==> src/rtl/mdu_iter.sv <==
// Iterative MULT/MULTU/DIV/DIVU unit for the Execute stage; drives the pipeline freeze via busy.
// Optional build macro MDU_DIV_EARLY_EN: divides by zero or with |a| < |b| finish after one DIV cycle.
module mdu_iter #(
  parameter int MUL_LAT  = 2,
  parameter int DIV_ITER = 32
) (
  input  logic        clk,
  input  logic        rst,
  input  logic        start,
  input  logic [1:0]  op,
  input  logic [31:0] a,
  input  logic [31:0] b,
  input  logic        ext_stall,
  input  logic        flush,
  output logic        busy,
  output logic        valid,
  output logic [31:0] hi,
  output logic [31:0] lo
);

  localparam int CNT_MAX = (MUL_LAT > DIV_ITER) ? MUL_LAT : DIV_ITER;
  localparam int CNT_W   = $clog2(CNT_MAX + 1);

  typedef enum logic [1:0] {IDLE, MUL, DIV, DONE} stateT;

  stateT            state, stateNext;
  logic [CNT_W-1:0] cnt;
  logic [31:0]      opA, opB, rem;
  logic             negQ, negR, divZero;
`ifdef MDU_DIV_EARLY_EN
  logic [31:0]      aRaw;
`endif

  logic        signedOp, mulLast, divLast, divEarly, divFinish, ge;
  logic [31:0] magA, magB, remNext, quoNext, hiDiv, loDiv;
  logic [32:0] shifted;
  logic [63:0] prodMag, product;

  // Operands are held as magnitudes; the sign is reapplied once the result is ready.
  always_comb begin
    signedOp = op[0];
    magA     = (signedOp & a[31]) ? -a : a;
    magB     = (signedOp & b[31]) ? -b : b;
  end

  always_comb begin
    mulLast = (cnt == CNT_W'(MUL_LAT - 1));
    divLast = (cnt == CNT_W'(DIV_ITER - 1));
    prodMag = {32'd0, opA} * {32'd0, opB};
    product = negQ ? -prodMag : prodMag;
    // opA doubles as the dividend shift register and collects quotient bits from the bottom.
    shifted = {rem, opA[31]};
    ge      = (shifted >= {1'b0, opB});
    remNext = ge ? (shifted[31:0] - opB) : shifted[31:0];
    quoNext = {opA[30:0], ge};
`ifdef MDU_DIV_EARLY_EN
    divEarly = (cnt == '0) & (divZero | (opA < opB));
`else
    divEarly = 1'b0;
`endif
    divFinish = divLast | divEarly;
    loDiv     = divZero ? '1 : (negQ ? -quoNext : quoNext);
    hiDiv     = negR ? -remNext : remNext;
`ifdef MDU_DIV_EARLY_EN
    if (divEarly) begin
      loDiv = divZero ? '1 : '0;
      hiDiv = aRaw;
    end
`endif
  end

  always_ff @(posedge clk or posedge rst) begin
    if (rst) state <= IDLE;
    else     state <= stateNext;
  end

  always_comb begin
    stateNext = state;
    unique case (state)
      IDLE: if (start) stateNext = op[1] ? DIV : MUL;
      MUL:  if (mulLast) stateNext = DONE;
      DIV:  if (divFinish) stateNext = DONE;
      DONE: if (!ext_stall) stateNext = IDLE;
      default: stateNext = IDLE;
    endcase
    if (flush) stateNext = IDLE;
  end

  always_comb begin
    busy  = !flush & (((state == IDLE) & start) | (state == MUL) | (state == DIV));
    valid = (state == DONE);
  end

  always_ff @(posedge clk or posedge rst) begin
    if (rst) begin
      cnt     <= '0;
      opA     <= '0;
      opB     <= '0;
      rem     <= '0;
      negQ    <= 1'b0;
      negR    <= 1'b0;
      divZero <= 1'b0;
`ifdef MDU_DIV_EARLY_EN
      aRaw    <= '0;
`endif
      hi      <= '0;
      lo      <= '0;
    end else if (flush) begin
      cnt <= '0;
    end else begin
      unique case (state)
        IDLE: if (start) begin
          opA     <= magA;
          opB     <= magB;
          rem     <= '0;
          negQ    <= signedOp & (a[31] ^ b[31]);
          negR    <= signedOp & a[31];
          divZero <= (b == '0);
`ifdef MDU_DIV_EARLY_EN
          aRaw    <= a;
`endif
          cnt     <= '0;
        end
        MUL: begin
          if (mulLast) begin
            {hi, lo} <= product;
            cnt      <= '0;
          end else begin
            cnt <= cnt + CNT_W'(1);
          end
        end
        DIV: begin
          rem <= remNext;
          opA <= quoNext;
          if (divFinish) begin
            hi  <= hiDiv;
            lo  <= loDiv;
            cnt <= '0;
          end else begin
            cnt <= cnt + CNT_W'(1);
          end
        end
        default: ;
      endcase
    end
  end

endmodule

==> config.mk <==
export PLATFORM = sky130hd
export DESIGN_NAME = mdu_iter
export DESIGN_NICKNAME = d
export VERILOG_FILES = /design/src/rtl/mdu_iter.sv
export SDC_FILE = /design/constraint.sdc
export NUM_CORES = 2
export LEC_CHECK = 0
export ABC_CLOCK_PERIOD_IN_PS = 11700
export BUFFER_PORTS_ARGS = -buffer_cell sky130_fd_sc_hd__buf_2
export CAP_MARGIN = 20
export CORE_MARGIN = 4
export CORE_UTILIZATION = 40
export DETAILED_ROUTE_END_ITERATION = 6
export MAX_ROUTING_LAYER = met4
export PLACE_DENSITY = 0.63
export SLEW_MARGIN = 5
export SYNTH_ARGS = -nofsm -noshare
export SYNTH_HDL_FRONTEND = slang
export SYNTH_SLANG_ARGS = --single-unit
==> constraint.sdc <==
create_clock -name clk -period 11.7 [get_ports clk]
set_input_delay 0 -clock clk [delete_from_list [all_inputs] [get_ports clk]]
set_output_delay 0 -clock clk [all_outputs]
set_load 0.005 [all_outputs]
==> results.md <==
- Status: completed
- Slowest cell on the critical path: dfrtp_1
- Initial core utilization: 40.3%
- # hold bufs at CTS: 73
- Final Setup Violations: 0
- Hold path depth: 4
- Util after Layout: 43.3%
- Top post-synthesis cells by area: fa_1 (37%), dfrtp_1 (8.8%), ha_1 (7.9%), and2_1 (7.4%), inv_1 (7.1%)
- Design Area, Final: 0.0519 sq mm
- CP required: 12.15 ns
- Most used cell, CP: fa_1
- Fmax: 101 MHz
- EDFF count, synth: 0
- Distinct cells, synth: 106
- DRT iter0 DRCs: 3202
- Worst setup EP type: register
- Seq cells post-synth: 171
- Actual slew at the worst max-slew pin: 1.18 ns
- Die Span X: 356 microns
- Hold Violations, Final: 0
- FFs w/ async S/R, synth: 100%
- Rows: 127
- Post-Syn Area: 0.0484 sq mm
- Post-synthesis cell count: 5710
- Worst EP arrival: 10.40 ns
- DP HPWL: 132000 microns
- Vias in the first global route: 42248
- CTS max path bufs: 2
- Largest delay contributor family on the critical path: adder cells
- Final min period: 9.95 ns
- Post-CTS Resized: 0
- Initial antenna violation count: 9
- Worst path bufs/invs: 4
- Critical setup path kind: reg -> reg
- Syn-to-layout area delta: 7.26%
- Synth warn: 0
- H-tree depth: 4
- Seq/Total Area, Yosys: 8.84%
- Final ANT Viol Nets: 0
- Mapped Nets: 6985
- R2r setup slk: 1.75 ns
- Largest net degree at the start of global routing: 113
- Hold path start: a[3]
- CTS tree: built
- CTS clk-pin slew, worst paths: 0.11 ns
- Placement-stage cell area: 0.0505 sq mm
- Syn Area/Cell: 8.48 sq um
- Slew headroom: 19.9%
- Layout cells sized above 1: 6.17%
- First-pass GRT wire length: 257000 microns
- Fill cell count: 11899
- Main synth FF type: dfrtp_1
- Leading area contributor after synthesis: fa_1
- Routability cong.: 1.02
- Die height: 356 microns
- Via count: 40680
- Hold Path Sink: opA[3]
- Clock sinks: 171
- Unrepaired setup endpoints after global routing: no
- R2R Path End: hi[25]
- Final period utilization: 85.0%
- Placed Cells: 7195
- FF-to-FF Start: opB[24]
- Final setup skew: 0.0343 ns
- Maximum fanout along the worst path: 26
- Synth top area share: 37.1%
- Grt total ovfl: 0
- Worst path max stage delay: 1.03 ns
- Sum Neg Setup Slack: 0 ns
- Reg2Reg Depth: 27
- Drc violations: 0
- Core area: 0.120 sq mm
- Die area: 0.127 sq mm
- Number of buffers created by CTS: 17
- CP startpoint kind: register
- WL/cell: 22.3 microns
- Avg Vias per Cell: 5.57
- Pre-Repair DR Iteration Count: 6
- Max-cap violations: 0
- Total routed wirelength: 163000 microns
- Clock Tree Root: clkbuf_16
- Final #Nets: 6952
- Finished Layout Cells: 7306
- Post-CTS Setup Repair Bufs: 0
- Port buffer count: 136
- Worst-Skew Late Latency: 0.53 ns
- Fin. max-slew vios: 0
- I/O pin cnt: 137
- Gr usage total: 27.1%
- Worst Hold Class: in -> reg
## cell usage after synthesis, types with 75 or more instances
cell,number
dfrtp_1,171
o21ai_0,267
xnor2_1,150
xor2_1,75
fa_1,897
nand2_1,803
inv_1,921
ha_1,307
clkbuf_1,301
nor2_1,198
a21oi_1,193
and2_1,575
## cells in the final DEF, fill, tap and decap left out, drive strengths merged, types with 10 or more instances in the layout
cell,count
inv,928
fa,897
nand2,803
and2,575
ha,307
o21ai,297
buf,239
a21oi,203
nor2,200
dfrtp,171
xnor2,150
xor2,75
dlygate4sd3,73
nor3,55
nand4,54
o31ai,52
nand3,45
or3,36
a21o,35
o22ai,33
mux2i,31
o211ai,31
a211oi,30
nor4,29
nand2b,27
o21a,26
a22oi,26
a31oi,21
or4,18
clkbuf,17
or2,15
o21bai,13
o41ai,13
o221ai,11
and3,11
nor2b,10
## worst reg2reg max path, stage by stage, from the launching register on
cell,delay [ns]
dfrtp_1,1.03
buf_4,0.34
nand2_1,0.08
fa_1,0.53
inv_1,0.05
fa_1,0.49
inv_1,0.06
fa_1,0.55
inv_1,0.06
fa_1,0.50
fa_1,0.45
fa_1,0.41
fa_1,0.56
fa_1,0.43
ha_1,0.46
a21oi_1,0.39
o21a_1,0.24
o221ai_1,0.22
a21bo_2,0.29
nand2b_1,0.14
o211ai_1,0.45
or4b_1,0.54
nor4_4,0.41
nand3_4,0.21
o41ai_2,0.43
xor2_1,0.28
mux2i_1,0.12
a21oi_1,0.15
## kinds of logic after synthesis
| logic type | Yosys count | share of synthesized area, % |
|---|---|---|
| multiplexers | 34 | 0.711 |
| adder cells (fa/ha/maj) | 1204 | 45.0 |
| buffers and inverters | 1287 | 10.1 |
| XOR/XNOR | 225 | 4.07 |
| AO/OA/AOI/OAI | 872 | 11.5 |
| flip-flops | 171 | 8.84 |
| AND/OR/NAND/NOR | 1917 | 19.8 |
## routing by layer
metal / up-vias / global-route usage, % / share of wire [%]
li1: 17894 / - / -
met1: 21001 / 37.4 / 44
met2: 1557 / 42.0 / 46
met3: 228 / 3.98 / 7.6
met4: 0 / 7.27 / 3.1
met5: - / - / 0
## state kept, by name (all words and copies together) (netlist names)
register  cells
hi           32
cnt           6
negQ          1
rem          32
lo           32
opB          32
negR          1
opA          32
divZero       1
state         2
## through the flow
step                      setup WS (ns)  hold WS, ns
final                              1.75       0.0538
after global routing               1.30       0.0667
after CTS                          1.82      0.00238
after detailed placement           1.91        0.244
after global placement             1.94        0.246
after floorplan                    3.25        0.136
## final cells by class
cell class                      count  area [sq um]  share of cell area [%]
Multi-Input combinational cell   4252         39300                    75.7
Sequential cell                   171          4280                    8.25
Inverter                          923          3470                    6.69
Timing Repair Buffer              312          2230                    4.30
Tap cell                         1612          2020                    3.89
Clock buffer                       17           425                   0.820
Clock inverter                     15           176                   0.340
Antenna cell                        4          10.0                  0.0193
## worst max-delay path by stage
stage | from | end | slack [ns] | cells after the start
2_1_floorplan | opA[25] | hi[31] | 3.25 | 27
3_3_place_gp | opB[16] | hi[26] | 1.94 | 24
3_5_place_dp | opB[24] | hi[25] | 1.91 | 27
4_1_cts | opB[16] | hi[25] | 1.82 | 25
5_1_grt | opA[21] | hi[30] | 1.30 | 28
6_report | opB[24] | hi[25] | 1.75 | 27
Power is left out: the tool's default activity adds up to more than one toggle a clock period on the data nets, which glitch-free logic cannot reach.
